==> src/rtl/ncc_sequencer_pkg.sv <==
// Shared constants and state type for the NCC PE-array control sequencer.
// Widths are derived from the array and window geometry.
package ncc_pkg;

  localparam int PE_ROWS      = 16;
  localparam int PE_COLS      = 16;
  localparam int WIN_WIDTH    = 640;
  localparam int WIN_ROWS     = 16;
  localparam int PIX_PER_WORD = 4;
  localparam int DESC_WORDS   = PE_ROWS * PE_COLS / PIX_PER_WORD;

  localparam int COL_W  = $clog2(WIN_WIDTH);
  localparam int ROW_W  = $clog2(WIN_ROWS);
  localparam int DCNT_W = $clog2(DESC_WORDS);
  localparam int DROW_W = $clog2(PE_ROWS);
  localparam int CGRP_W = $clog2(PE_COLS / PIX_PER_WORD);

  typedef enum logic [2:0] {
    S_IDLE,
    S_DESC,
    S_WIN,
    S_DRAIN,
    S_DONE
  } ncc_seq_state_t;

endpackage

==> src/rtl/ncc_sequencer_if.sv <==
// Descriptor, window-pixel and result handshakes between DMA, sequencer and PE array.
// The slave modport is the sequencer side; master is the DMA/consumer side.
interface ncc_sequencer_if;
  import ncc_pkg::*;

  logic              desc_valid;
  logic              desc_ready;
  logic              desc_load;
  logic [DROW_W-1:0] desc_row;
  logic [CGRP_W-1:0] desc_colgrp;

  logic              win_valid;
  logic              win_ready;
  logic              win_load;
  logic              acc_load;

  logic              res_valid;
  logic              res_ready;
  logic [COL_W-1:0]  res_col;
  logic [ROW_W-1:0]  res_row;

  modport master (
    output desc_valid, win_valid, res_ready,
    input  desc_ready, desc_load, desc_row, desc_colgrp,
    input  win_ready, win_load, acc_load,
    input  res_valid, res_col, res_row
  );

  modport slave (
    input  desc_valid, win_valid, res_ready,
    output desc_ready, desc_load, desc_row, desc_colgrp,
    output win_ready, win_load, acc_load,
    output res_valid, res_col, res_row
  );

endinterface

==> src/rtl/ncc_sequencer_counters.sv <==
// Plain free-running counter (descriptor words) and a terminal-count wrap counter
// (window column/row) with synchronous clear.
module counter #(
  parameter int WIDTH = 6
) (
  input  logic             clk,
  input  logic             rst_n,
  input  logic             clr,
  input  logic             en,
  output logic [WIDTH-1:0] count
);

  always_ff @(posedge clk or negedge rst_n) begin
    if (!rst_n) begin
      count <= '0;
    end else if (clr) begin
      count <= '0;
    end else if (en) begin
      count <= count + 1'b1;
    end
  end

endmodule

module wrap_counter #(
  parameter int WIDTH = 4
) (
  input  logic             clk,
  input  logic             rst_n,
  input  logic             clr,
  input  logic             en,
  input  logic [WIDTH-1:0] term,
  output logic [WIDTH-1:0] count,
  output logic             wrap
);

  // wrap flags the enabled step that returns the count to zero
  assign wrap = en && (count == term);

  always_ff @(posedge clk or negedge rst_n) begin
    if (!rst_n) begin
      count <= '0;
    end else if (clr) begin
      count <= '0;
    end else if (en) begin
      count <= wrap ? '0 : count + 1'b1;
    end
  end

endmodule

==> src/rtl/ncc_sequencer.sv <==
// Sequencer for one NCC match: loads 64 descriptor words into the PE array, then
// streams the window pixels and emits one result strobe per valid column position.
module ncc_sequencer
  import ncc_pkg::*;
(
  input  logic               clk,
  input  logic               rst_n,
  input  logic               start,
  ncc_sequencer_if.slave     bus,
  output logic               busy,
  output logic               done
);

  localparam logic [DCNT_W-1:0] DESC_LAST = DCNT_W'(DESC_WORDS - 1);
  localparam logic [COL_W-1:0]  COL_LAST  = COL_W'(WIN_WIDTH - 1);
  localparam logic [ROW_W-1:0]  ROW_LAST  = ROW_W'(WIN_ROWS - 1);
  localparam logic [COL_W-1:0]  COL_FIRST_RES = COL_W'(PE_COLS - 1);

  ncc_seq_state_t    state_reg, state_next;
  logic [DCNT_W-1:0] dcnt;
  logic [COL_W-1:0]  col;
  logic [ROW_W-1:0]  row;
  logic              col_wrap, row_wrap;
  logic              cnt_clr;
  logic              desc_rdy, win_rdy, done_int;
  logic              desc_hs, win_hs, res_set;
  logic              res_valid_reg;
  logic [COL_W-1:0]  res_col_reg;
  logic [ROW_W-1:0]  res_row_reg;

  assign desc_hs = bus.desc_valid & desc_rdy;
  assign win_hs  = bus.win_valid & win_rdy;
  // Columns below PE_COLS-1 only fill the array pipeline
  assign res_set = win_hs && (col >= COL_FIRST_RES);

  counter #(.WIDTH(DCNT_W)) u_dcnt (
    .clk   (clk),
    .rst_n (rst_n),
    .clr   (cnt_clr),
    .en    (desc_hs),
    .count (dcnt)
  );

  wrap_counter #(.WIDTH(COL_W)) u_col (
    .clk   (clk),
    .rst_n (rst_n),
    .clr   (cnt_clr),
    .en    (win_hs),
    .term  (COL_LAST),
    .count (col),
    .wrap  (col_wrap)
  );

  wrap_counter #(.WIDTH(ROW_W)) u_row (
    .clk   (clk),
    .rst_n (rst_n),
    .clr   (cnt_clr),
    .en    (col_wrap),
    .term  (ROW_LAST),
    .count (row),
    .wrap  (row_wrap)
  );

  always_ff @(posedge clk or negedge rst_n) begin
    if (!rst_n) begin
      state_reg <= S_IDLE;
    end else begin
      state_reg <= state_next;
    end
  end

  always_comb begin
    state_next = state_reg;
    cnt_clr    = 1'b0;
    desc_rdy   = 1'b0;
    win_rdy    = 1'b0;
    done_int   = 1'b0;
    case (state_reg)
      S_IDLE: begin
        if (start) begin
          cnt_clr    = 1'b1;
          state_next = S_DESC;
        end
      end
      S_DESC: begin
        desc_rdy = 1'b1;
        if (bus.desc_valid && (dcnt == DESC_LAST)) begin
          state_next = S_WIN;
        end
      end
      S_WIN: begin
        // A held result stalls the stream so it can never be overwritten
        win_rdy = !(res_valid_reg && !bus.res_ready);
        if (bus.win_valid && win_rdy && row_wrap) begin
          state_next = S_DRAIN;
        end
      end
      S_DRAIN: begin
        if (!res_valid_reg || bus.res_ready) begin
          state_next = S_DONE;
        end
      end
      S_DONE: begin
        done_int   = 1'b1;
        state_next = S_IDLE;
      end
      default: state_next = S_IDLE;
    endcase
  end

  always_ff @(posedge clk or negedge rst_n) begin
    if (!rst_n) begin
      res_valid_reg <= 1'b0;
      res_col_reg   <= '0;
      res_row_reg   <= '0;
    end else if (res_set) begin
      res_valid_reg <= 1'b1;
      res_col_reg   <= col;
      res_row_reg   <= row;
    end else if (bus.res_ready) begin
      res_valid_reg <= 1'b0;
    end
  end

  assign bus.desc_ready  = desc_rdy;
  assign bus.desc_load   = desc_hs;
  assign bus.desc_row    = dcnt[DCNT_W-1:CGRP_W];
  assign bus.desc_colgrp = dcnt[CGRP_W-1:0];
  assign bus.win_ready   = win_rdy;
  assign bus.win_load    = win_hs;
  assign bus.acc_load    = win_hs;
  assign bus.res_valid   = res_valid_reg;
  assign bus.res_col     = res_col_reg;
  assign bus.res_row     = res_row_reg;
  assign busy            = (state_reg != S_IDLE);
  assign done            = done_int;

endmodule

==> src/flat_wrapper.sv <==
// flat-port wrapper written by rule: the top's interface ports become plain ports
module ncc_sequencer_flat import ncc_pkg::*;
  (clk, rst_n, start, busy, done, bus_desc_valid, bus_win_valid, bus_res_ready, bus_desc_ready, bus_desc_load, bus_desc_row, bus_desc_colgrp, bus_win_ready, bus_win_load, bus_acc_load, bus_res_valid, bus_res_col, bus_res_row);
  ncc_sequencer_if bus_i ();
  input  logic clk;
  input  logic rst_n;
  input  logic start;
  output logic busy;
  output logic done;
  input wire logic [$bits(bus_i.desc_valid)-1:0] bus_desc_valid;
  input wire logic [$bits(bus_i.win_valid)-1:0] bus_win_valid;
  input wire logic [$bits(bus_i.res_ready)-1:0] bus_res_ready;
  output wire logic [$bits(bus_i.desc_ready)-1:0] bus_desc_ready;
  output wire logic [$bits(bus_i.desc_load)-1:0] bus_desc_load;
  output wire logic [$bits(bus_i.desc_row)-1:0] bus_desc_row;
  output wire logic [$bits(bus_i.desc_colgrp)-1:0] bus_desc_colgrp;
  output wire logic [$bits(bus_i.win_ready)-1:0] bus_win_ready;
  output wire logic [$bits(bus_i.win_load)-1:0] bus_win_load;
  output wire logic [$bits(bus_i.acc_load)-1:0] bus_acc_load;
  output wire logic [$bits(bus_i.res_valid)-1:0] bus_res_valid;
  output wire logic [$bits(bus_i.res_col)-1:0] bus_res_col;
  output wire logic [$bits(bus_i.res_row)-1:0] bus_res_row;
  assign bus_i.desc_valid = bus_desc_valid;
  assign bus_i.win_valid = bus_win_valid;
  assign bus_i.res_ready = bus_res_ready;
  assign bus_desc_ready = bus_i.desc_ready;
  assign bus_desc_load = bus_i.desc_load;
  assign bus_desc_row = bus_i.desc_row;
  assign bus_desc_colgrp = bus_i.desc_colgrp;
  assign bus_win_ready = bus_i.win_ready;
  assign bus_win_load = bus_i.win_load;
  assign bus_acc_load = bus_i.acc_load;
  assign bus_res_valid = bus_i.res_valid;
  assign bus_res_col = bus_i.res_col;
  assign bus_res_row = bus_i.res_row;
  ncc_sequencer u_core (.clk(clk), .rst_n(rst_n), .start(start), .bus(bus_i), .busy(busy), .done(done));
endmodule
==> config.mk <==
export PLATFORM = sky130hd
export DESIGN_NAME = ncc_sequencer_flat
export DESIGN_NICKNAME = d
export VERILOG_FILES = /design/src/rtl/ncc_sequencer_pkg.sv /design/src/rtl/ncc_sequencer_if.sv /design/src/rtl/ncc_sequencer_counters.sv /design/src/rtl/ncc_sequencer.sv /design/src/flat_wrapper.sv
export SDC_FILE = /design/constraint.sdc
export NUM_CORES = 1
export LEC_CHECK = 0
export ABC_AREA = 1
export CELL_PAD_IN_SITES_DETAIL_PLACEMENT = 1
export CELL_PAD_IN_SITES_GLOBAL_PLACEMENT = 2
export CORE_ASPECT_RATIO = 1.1
export CORE_MARGIN = 2
export CORE_UTILIZATION = 30
export DETAILED_ROUTE_END_ITERATION = 12
export PLACE_DENSITY = 0.82
export SLEW_MARGIN = 30
export SYNTH_ARGS = -nofsm -noshare
export SYNTH_HDL_FRONTEND = slang
export SYNTH_HIERARCHICAL = 1
export SYNTH_SLANG_ARGS = --single-unit
==> constraint.sdc <==
create_clock -name clk -period 3.1 [get_ports clk]
set_input_delay 0.62 -clock clk [delete_from_list [all_inputs] [get_ports clk]]
set_output_delay 0.62 -clock clk [all_outputs]
set_load 0.01 [all_outputs]
Word-level counts from Yosys, hierarchy flattened:

Index checks and enable logic that the tools add are counted.

* divide/modulo/power cells: 0
* reduce and logical (&&, ||, !) cells: 18
* $add $sub $neg: 3
* equal/unequal tests: 11
* magnitude comparators: 1
* multiply operators: 0
* shifts and indexed selects: 0
* bitwise logic cells: 2
* multiplexer cells: 20

Operators by type and width (number)
* 2-to-1 mux 10 bit: 3
* 2-to-1 mux 3 bit: 4
* 2-to-1 mux 4 bit: 3
* 2-to-1 mux 6 bit: 2
* case mux 3 bit (4 select lines): 1
* adder 10 x 1 -> 10 bit (second input constant): 1
* equality test 10 bit (second input constant): 1
* greater-or-equal comparator 10 x 4 -> 1 bit (second input constant): 1
* nonzero test 2 bit: 4
* logical AND 1 bit: 7
* 2-to-1 mux 1 bit: 7
* adder 6 x 1 -> 6 bit (second input constant): 1
* equality test 3 x 2 -> 1 bit (second input constant): 2
* equality test 6 bit (second input constant): 1
* inequality test 2 x 1 -> 1 bit (second input constant): 3
* adder 4 x 1 -> 4 bit (second input constant): 1
* equality test 4 bit (second input constant): 1
* AND reduction 4 bit: 1
* equality test 3 x 1 -> 1 bit (second input constant): 1
* equality test 3 bit (second input constant): 1
* logical NOT 1 bit: 3
* logical NOT 3 bit: 1
* nonzero test 3 bit: 1
* AND 1 bit: 2
* other kinds (2): 2

* RAM bits: 0
* output and inout port bits: 28
* bits in latches: 0
* flip-flop bits (word level): 38
* memories: 0
* input bits: 6
* ROM bits: 0
* word-level logic and storage cells: 62

Depth between registers and ports, before layout:

Gate-level depths: netlist of the first run.

* depth after elaboration: 10
* gate-level depth with buffers: 17
* mapped depth without buffers: 16

Hierarchy:

The synthesis of the first run kept the hierarchy.

Modules (own cells, without submodules)
* ncc_sequencer: cells an instance 119, area an instance 912.1 um^2, times used 1, seq. area each 450.4 um^2
* wrap_counter (u_core.u_col): cells an instance 122, area an instance 788.3 um^2, times used 1, seq. area each 250.2 um^2
* counter: cells an instance 39, area an instance 320.3 um^2, times used 1, seq. area each 150.1 um^2
* wrap_counter (u_core.u_row): cells an instance 51, area an instance 312.8 um^2, times used 1, seq. area each 100.1 um^2

Worst setup path before layout of the first run:

No wires, ideal clock.

* kind: input to register
* start: input bus_res_ready
* end: register u_core.state_reg[1]
* setup time: 0.124 ns
* stages on the path: 17
* slack: 0.665 ns
* arrival time: 2.311 ns
* data required time: 2.976 ns
* buffers on the path: 1
* cells stage by stage: inv_1 -> nand2_1 -> inv_1 -> nor3_4 -> buf_6 -> inv_1 -> a21oi_1 -> nand4_1 -> nor2_1 -> nand3_1 -> inv_1 -> nand2_1 -> inv_1 -> nand2_1 -> nand2_1 -> nand2_1 -> o21bai_1

* word-level cells in the longest chain between the ends: 10
* elaborated cells between the ends (all ways): 13
* those cells by class: eq/ne: 2; mux: 1; bitwise: 1; reduce/logical: 9

Ends and longest elaborated chain
* start, declared: RTL line flat_wrapper.sv:12 `input wire logic [$bits(bus_i.res_ready)-1:0] bus_res_ready;`
* logical NOT 1 bit: RTL line ncc_sequencer.sv:93 `win_rdy = !(res_valid_reg && !bus.res_ready);`
* logical AND 1 bit: RTL line ncc_sequencer.sv:93
* logical NOT 1 bit: RTL line ncc_sequencer.sv:93
* 2-to-1 mux 1 bit: RTL line ncc_sequencer.sv:78 `case (state_reg)`
* AND 1 bit: RTL line ncc_sequencer.sv:32 `assign win_hs = bus.win_valid & win_rdy;`
* net bus_acc_load: RTL line flat_wrapper.sv:19 `output wire logic [$bits(bus_i.acc_load)-1:0] bus_acc_load;`
* logical AND 1 bit: RTL line ncc_sequencer_counters.sv:38 `assign wrap = en && (count == term);`
* net u_core.col_wrap: RTL line ncc_sequencer.sv:23 `logic col_wrap, row_wrap;`
* logical AND 1 bit: RTL line ncc_sequencer_counters.sv:38
* net u_core.row_wrap: RTL line ncc_sequencer.sv:23
* logical AND 1 bit: RTL line ncc_sequencer.sv:94 `if (bus.win_valid && win_rdy && row_wrap) begin`
* inequality test 2 x 1 -> 1 bit (no line)
* AND reduction 4 bit (no line)
* end signal, assigned: RTL line ncc_sequencer.sv:68 `state_reg <= state_next;`
* end, declared: RTL line ncc_sequencer.sv:19 `ncc_seq_state_t state_reg, state_next;`

The timed path passes the listed nets, and every way through them passes these cells.
A chain may end at the register's enable or synchronous reset.

Worst setup path after layout of the first run:

* start: input bus_res_ready
* end: output bus_acc_load

* word-level cells in the longest chain between the ends: 5

Ends and longest elaborated chain (RTL line)
* logical NOT 1 bit: ncc_sequencer.sv:93
* logical AND 1 bit: ncc_sequencer.sv:93
* logical NOT 1 bit: ncc_sequencer.sv:93
* 2-to-1 mux 1 bit: ncc_sequencer.sv:78
* AND 1 bit: ncc_sequencer.sv:32
* end, declared: flat_wrapper.sv:19

Every way passes these cells.

==> impl_results.md, run 1 <==
- Worst rel slew slack: 44.14%
- Static Leakage: 1.646 nW
- Layout Area Growth over Synthesis: 29.06%
- Clock slew at the register clock pins of the worst setup and hold paths: 0.07 ns
- Share of flip-flops with an asynchronous set or reset: 100.0%
- Sum of net half-perimeters after detailed placement: 4.723 mm
- Avg Cell Area, Syn: 7.050 um^2
- Crit Path Category: input pin to output port
- Warnings, synthesis: 6
- First-iteration detailed-routing DRC count: 55
- Number of enable flip-flop cells after synthesis: 0
- Netlist cell types: 30
- Arrival time reported for the critical path endpoint: 2.33 ns
- Gates resized, CTS repair: 0
- Chip Width: 88.09 um
- Max cap viols: 0
- Die span in y: 96.50 um
- Ratio of total power to cell area: 574.2 nW/um^2
- Fraction of layout instances using a drive strength above 1: 9.000%
- Wire length of the first global-routing pass: 10.13 mm
- CTS Hold Bufs: 0
- CTS Buffer Depth: 2
- Most frequently used flop master after synthesis: sky130_fd_sc_hd__dfrtp_1
- Maximum vdd drop: 0.1534 mV
- Inserted Clock Buffers: 5
- Routed wire length: 5.943 mm
- Number of antenna violations at the first check in global routing: 0
- Insertion delay of the later-clocked pin in the worst-skew pair: 0.28 ns
- Post-CTS repair timing setup buffer count: 0
- Count of standard-cell rows: 33
- Final Critical Period: 2.948 ns
- Antenna Diode Count: 0
- Number of placed I/O pins: 34
- Commonest cells after routing, fill and taps aside: sky130_fd_sc_hd__nand2_1 (114), sky130_fd_sc_hd__inv_1 (45), sky130_fd_sc_hd__dfrtp_1 (38), sky130_fd_sc_hd__nor2_1 (34), sky130_fd_sc_hd__clkdlybuf4s50_1 (32)
- Leading cell types by total area after synthesis: sky130_fd_sc_hd__dfrtp_1 (41%), sky130_fd_sc_hd__nand2_1 (18%), sky130_fd_sc_hd__inv_1 (7.2%)
- Seq cells post-synth: 38
- Setup TNS after final layout: 0 ns
- Setup repair after global routing missed its margin: no
- Number of input and output port buffers inserted: 33
- TritonCTS clock tree: built
- Most common cell after layout, fill and taps aside: sky130_fd_sc_hd__nand2_1
- Worst slew pin tran: 0.8380 ns
- Die Area: 8501 um^2
- Outcome: finished clean
- Final RePlAce weighted congestion: 0.7821
- Final number of max-transition violations: 0
- Master cell of the clock root buffer: sky130_fd_sc_hd__clkbuf_8
- Startpoint types: input pin
- Number of nets with antenna violations after routing: 0
- DR pass1 iterations: 4
- Pin count of the biggest net entering global routing: 39
- Final-report hold violation count: 0
- Number of H-tree branching levels: 2
- All-Layer GR Usage: 15.25%
- Average wire per cell in the routed design: 11.77 um
- Number of vias in the routed layout: 2159
- Top fanout value on the critical path: 7
- Total setup violations reported at the end of the flow: 0
- Final standard cell utilization of the core: 40.08%
- Starting density of the core: 31.05%
- Cell accounting for the most synthesized area: sky130_fd_sc_hd__dfrtp_1
- Category of the worst setup path capture point: output port
- Endpoint required time on the critical path: 2.48 ns
- Largest clock skew in the final design: 0.002128 ns
- Placeable Area: 7515 um^2
- Remaining routing DRC violations: 0
- Via count of the first global-routing pass: 2174
- Overall power after layout: 1.729 mW
- Clock net sink count: 38
- Area of the mapped netlist: 2333 um^2
- Share of synthesized area occupied by flip-flops and latches: 40.75%
- Max Clock Freq: 339.2 MHz
- Number of nets in the layout: 409
- Hold/Removal Path Class: input pin to async pin
- Post-detailed-route via-to-cell ratio: 4.275
- Remaining Overflow, GRT: 0
- Synth top area share: 40.75%
- Share of the cycle needed by the critical path after routing: 95.11%
- Cells after Synth: 331
synth_stat cells, types with 3 or more instances:
library cell and number:
sky130_fd_sc_hd__nand3_1 30, sky130_fd_sc_hd__nor2_2 6, sky130_fd_sc_hd__ha_1 3, sky130_fd_sc_hd__inv_2 4, sky130_fd_sc_hd__o21ai_0 4, sky130_fd_sc_hd__nor3_1 3
sky130_fd_sc_hd__nand4_1 10, sky130_fd_sc_hd__nor2_1 34, sky130_fd_sc_hd__xor2_1 7, sky130_fd_sc_hd__nand2_1 114, sky130_fd_sc_hd__inv_1 45, sky130_fd_sc_hd__nand2_2 5
sky130_fd_sc_hd__a21oi_1 4, sky130_fd_sc_hd__dfrtp_1 38
cell type report:
class                      count  area (um^2)
clock buffer                   6        82.58
fill                         978         4503
sequential                    38        950.9
multi-input combinational    268         1270
timing repair buffer          38        362.8
inverter                      49        183.9
tap                          105        131.4
clock inverter                 1        30.03
final timing paths:
| kind | start | endpoint | slack, ns | depth (start not counted) |
|---|---|---|---|---|
| worst max-delay path | bus_res_ready | bus_acc_load | 0.15 | 6 |
| worst min-delay path | rst_n | u_core/u_dcnt/count[3]$_DFFE_PN0P_ | 0.43 | 1 |
| worst max register to register | u_core/state_reg[0]$_DFFE_PN0P_ | u_core/state_reg[2]$_DFFE_PN0P_ | 0.78 | 15 |
| worst min register to register | u_core/bus.res_col[8]$_DFFE_PN0P_ | u_core/bus.res_col[8]$_DFFE_PN0P_ | 0.47 | 2 |
| max in group asynchronous | rst_n | u_core/state_reg[1]$_DFFE_PN0P_ | 2.14 | 1 |
| min in group clk | u_core/bus.res_col[8]$_DFFE_PN0P_ | u_core/bus.res_col[8]$_DFFE_PN0P_ | 0.47 | 2 |
per-stage QoR:
step	worst slack [ns]	hold slack (ns)	std cells	cell area, um^2
5_1_grt	0.03532	0.4936	505	3012
2_1_floorplan	0.6651	0.3244	359	2439
3_3_place_gp	0.1213	0.4566	498	2899
6_report	0.1517	0.4342	505	3012
4_1_cts	0.07114	0.4620	505	3012
3_5_place_dp	0.02225	0.4572	498	2899
report_power, final:
group,switching [mW],internal [mW],total [mW]
logic,0.394,0.268,0.662
clock network,0.169,0.257,0.427
registers,0.0825,0.558,0.641
critical path, cell delays in order:
cell	delay, ns
sky130_fd_sc_hd__clkdlybuf4s50_1	0.46
sky130_fd_sc_hd__inv_1	0.04
sky130_fd_sc_hd__nand2_1	0.09
sky130_fd_sc_hd__inv_1	0.11
sky130_fd_sc_hd__nor3_4	0.38
sky130_fd_sc_hd__clkdlybuf4s50_1	0.62
kinds of logic (layout without fill, tap and decap cells):
| group | Yosys count | count (layout) | share of synthesized area (%) |
|---|---|---|---|
| buffers and inverters | 53 | 94 | 9.329 |
| and+or+nand+nor | 214 | 214 | 41.88 |
| AOI/OAI and AO/OA | 13 | 13 | 3.110 |
| adders and majority gates | 3 | 3 | 1.609 |
| DFF | 38 | 38 | 40.75 |
| other | 2 | 30 | 0.3218 |
| xor gates and xnor gates | 8 | 8 | 3.003 |
routing by layer:
layer  global-route usage [%]  vias to the layer above  share of wire, %
li1                         -                     1133                 -
met1                    18.66                      995                46
met3                    1.784                        5               1.7
met4                    4.545                        0               1.4
met2                    28.03                       26                51
met5                        0                        -                 0
(Power assumes the default switching activity.)
==> run 2, diff against run 1 <==
--- a/config.mk
+++ b/config.mk
@@ -6,13 +6,14 @@
 export NUM_CORES = 1
 export LEC_CHECK = 0
 export ABC_AREA = 1
+export ABC_CLOCK_PERIOD_IN_PS = 3700
 export CELL_PAD_IN_SITES_DETAIL_PLACEMENT = 1
 export CELL_PAD_IN_SITES_GLOBAL_PLACEMENT = 2
 export CORE_ASPECT_RATIO = 1.1
 export CORE_MARGIN = 2
-export CORE_UTILIZATION = 30
+export CORE_UTILIZATION = 33
 export DETAILED_ROUTE_END_ITERATION = 12
-export PLACE_DENSITY = 0.82
+export PLACE_DENSITY = 0.88
 export SLEW_MARGIN = 30
 export SYNTH_ARGS = -nofsm -noshare
 export SYNTH_HDL_FRONTEND = slang
==> constraint.sdc (replaced) <==
create_clock -name clk -period 3.7 [get_ports clk]
set_input_delay 0.74 -clock clk [delete_from_list [all_inputs] [get_ports clk]]
set_output_delay 0.74 -clock clk [all_outputs]
set_load 0.01 [all_outputs]
==> run 2 against run 1 <==
Net effect: power decreased by 22%; wire length fell by 1.9%; clock-buffer cell count grew 1; combinational power is 18% lower; register-to-register slack improved by 0.35 ns; global-route usage grew 1.0 points; clock skew rose by 0.0029 ns; first-iteration DRC count fell by 16%; via count grew 0.14%; die area shrank 8.7%; largest power group unchanged; highest routed layer unchanged.
==> impl_results.md, run 2 (same netlist as run 1, synthesis figures left out) <==
- Setup TNS after final layout: 0 ns (unchanged)
- Standard cell area after detailed placement: 2859 um^2 (was 2899 um^2)
- Average wire per cell in the routed design: 12.07 um (was 11.77 um)
- Insertion delay of the later-clocked pin in the worst-skew pair: 0.29 ns (was 0.28 ns)
- Arrival time reported for the critical path endpoint: 2.56 ns (was 2.33 ns)
- Commonest cells after routing, fill and taps aside: sky130_fd_sc_hd__nand2_1 (114), sky130_fd_sc_hd__inv_1 (45), sky130_fd_sc_hd__dfrtp_1 (38), sky130_fd_sc_hd__nor2_1 (34), sky130_fd_sc_hd__clkdlybuf4s50_1 (32) (unchanged)
- CTS Buffer Depth: 2 (unchanged)
- Share of the cycle needed by the critical path after routing: 89.09%
- Wire length of the first global-routing pass: 10.22 mm (was 10.13 mm)
- Max Clock Freq: 303.4 MHz
- Final hold slack: 0.4753 ns (was 0.4342 ns)
- Total placed cells including tap cells: 476 (was 498)
- Placeable Area: 6927 um^2 (was 7515 um^2)
- Remaining Overflow, GRT: 0 (unchanged)
- Setup repair after global routing missed its margin: no (unchanged)
- Post-detailed-route via-to-cell ratio: 4.476 (was 4.275)
- Post-route cell area: 2935 um^2 (was 3012 um^2)
- Clk pwr share: 19.7% (was 24.7%)
- Clock slew at the register clock pins of the worst setup and hold paths: 0.07 ns (about the same)
- Crit Path Category: input pin to output port (unchanged)
- Outcome: finished clean (unchanged)
- Post-placement worst setup slack: 0.2951 ns (was 0.02225 ns)
- Switching share of total power: 39.29% (was 37.36%)
- DR pass1 iterations: 4 (unchanged)
- Top fanout value on the critical path: 12 (was 7)
- Chip Width: 84.18 um (was 88.09 um)
- Starting density of the core: 33.69% (was 31.05%)
- Post-CTS repair timing setup buffer count: 0 (unchanged)
- Die span in y: 92.20 um (was 96.50 um)
- Maximum vdd drop: 0.2443 mV (was 0.1534 mV)
- Worst slew pin tran: 0.8584 ns (was 0.8380 ns)
- Final Critical Period: 3.297 ns
- CTS Hold Bufs: 0 (unchanged)
- Number of H-tree branching levels: 2 (unchanged)
- Number of nets in the layout: 407 (was 409)
- First-iteration detailed-routing DRC count: 46 (was 55)
- Routed wire length: 5.832 mm (was 5.943 mm)
- Pin count of the biggest net entering global routing: 39 (unchanged)
- P_int: 818.1 uW (was 1.083 mW)
- Largest clock skew in the final design: 0.005035 ns (was 0.002128 ns)
- Number of placed I/O pins: 34 (unchanged)
- Number of nets with antenna violations after routing: 0 (unchanged)
- Max cap viols: 0 (unchanged)
- Total setup violations reported at the end of the flow: 0 (unchanged)
- Clock net sink count: 38 (unchanged)
- Cell Chain, Critical Path: clkdlybuf4s50_1 -> inv_1 -> nand2_1 -> inv_1 -> nor3_4 -> clkdlybuf4s50_1 (unchanged)
- Static Leakage: 1.616 nW (was 1.646 nW)
- Post-Layout Cell Count: 483 (was 505)
- Layout Area Growth over Synthesis: 25.79% (was 29.06%)
- Inserted Clock Buffers: 5 (unchanged)
- Final standard cell utilization of the core: 42.38% (was 40.08%)
- Ratio of total power to cell area: 459.1 nW/um^2 (was 574.2 nW/um^2)
- Final-report hold violation count: 0 (unchanged)
- Number of antenna violations at the first check in global routing: 0 (unchanged)
- Remaining routing DRC violations: 0 (unchanged)
- Startpoint types: input pin (unchanged)
- Via count of the first global-routing pass: 2174 (unchanged)
- Most common cell after layout, fill and taps aside: sky130_fd_sc_hd__nand2_1 (unchanged)
- Final RePlAce weighted congestion: 0.7935 (was 0.7821)
- Master cell of the clock root buffer: sky130_fd_sc_hd__clkbuf_8 (unchanged)
- Biggest cell delay along the critical path: 0.64 ns (was 0.62 ns)
- All-Layer GR Usage: 16.29% (was 15.25%)
- Number of input and output port buffers inserted: 33 (unchanged)
- TritonCTS clock tree: built (unchanged)
- Psw: 529.4 uW (was 646.0 uW)
- Final number of max-transition violations: 0 (unchanged)
- Count of standard-cell rows: 32 (was 33)
- Gates resized, CTS repair: 0 (unchanged)
- Sum of net half-perimeters after detailed placement: 4.640 mm (was 4.723 mm)
- Overall power after layout: 1.348 mW (was 1.729 mW)
- Critical-path cell with the highest stage delay: sky130_fd_sc_hd__clkdlybuf4s50_1 (unchanged)
- Worst rel slew slack: 42.77% (was 44.14%)
- Hold/Removal Path Class: flop to flop (was input pin to async pin)
- Sequential Power Share: 39.9% (was 37.0%)
- Setup slack of the critical path after layout: 0.4035 ns (was 0.1517 ns)
- Fraction of power consumed by combinational cells: 40.4% (was 38.3%)
- Category of the worst setup path capture point: output port (unchanged)
- Die Area: 7761 um^2 (was 8501 um^2)
- Antenna Diode Count: 0 (unchanged)
- Number of vias in the routed layout: 2162 (was 2159)
- Fraction of layout instances using a drive strength above 1: 8.040% (was 9.000%)
- Endpoint required time on the critical path: 2.96 ns (was 2.48 ns)
-- run 2: critical path: cells and delay by family --
kind | cells | cell delay [ns]
AND/OR/NAND/NOR | 2 | 0.56
buffers and inverters | 4 | 1.25
-- run 2: worst paths after layout --
path                                                         from                                  to  slack, ns  cells past startpoint
worst max-delay path                                bus_res_ready                        bus_acc_load       0.40                      6
worst min-delay path            u_core/bus.res_col[7]$_DFFE_PN0P_   u_core/bus.res_col[7]$_DFFE_PN0P_       0.48                      2
worst max register to register    u_core/state_reg[0]$_DFFE_PN0P_     u_core/state_reg[2]$_DFFE_PN0P_       1.13                     15
worst min register to register  u_core/bus.res_col[7]$_DFFE_PN0P_   u_core/bus.res_col[7]$_DFFE_PN0P_       0.48                      2
max in group asynchronous                                   rst_n   u_core/bus.res_col[0]$_DFFE_PN0P_       2.60                      1
min in group asynchronous                                   rst_n  u_core/u_dcnt/count[3]$_DFFE_PN0P_       0.57                      1
-- run 2: area by class of cell --
cell class,count,area (um^2)
Inverter,49,183.9
Multi-Input combinational cell,268,1270
Fill cell,927,3991
Tap cell,85,106.4
Clock buffer,7,76.32
Timing Repair Buffer,36,347.8
Sequential cell,38,950.9
-- run 2: power by group through the flow --
stage | Combinational (mW) | Sequential, mW | Clock [mW]
2_1_floorplan | 0.337 | 0.540 | 0
3_3_place_gp | 0.544 | 0.545 | 0
3_5_place_dp | 0.554 | 0.547 | 0
4_1_cts | 0.556 | 0.539 | 0.274
5_1_grt | 0.617 | 0.550 | 0.293
6_report | 0.545 | 0.537 | 0.266
-- run 2: per-layer routing --
| layer | vias up | GRT usage [%] | share of wire, % |
|---|---|---|---|
| met4 | 0 | 5.242 | 1.5 |
| li1 | 1132 | - | - |
| met3 | 6 | 2.250 | 2.8 |
| met2 | 30 | 28.64 | 51 |
| met5 | - | 0 | 0 |
| met1 | 994 | 20.52 | 45 |
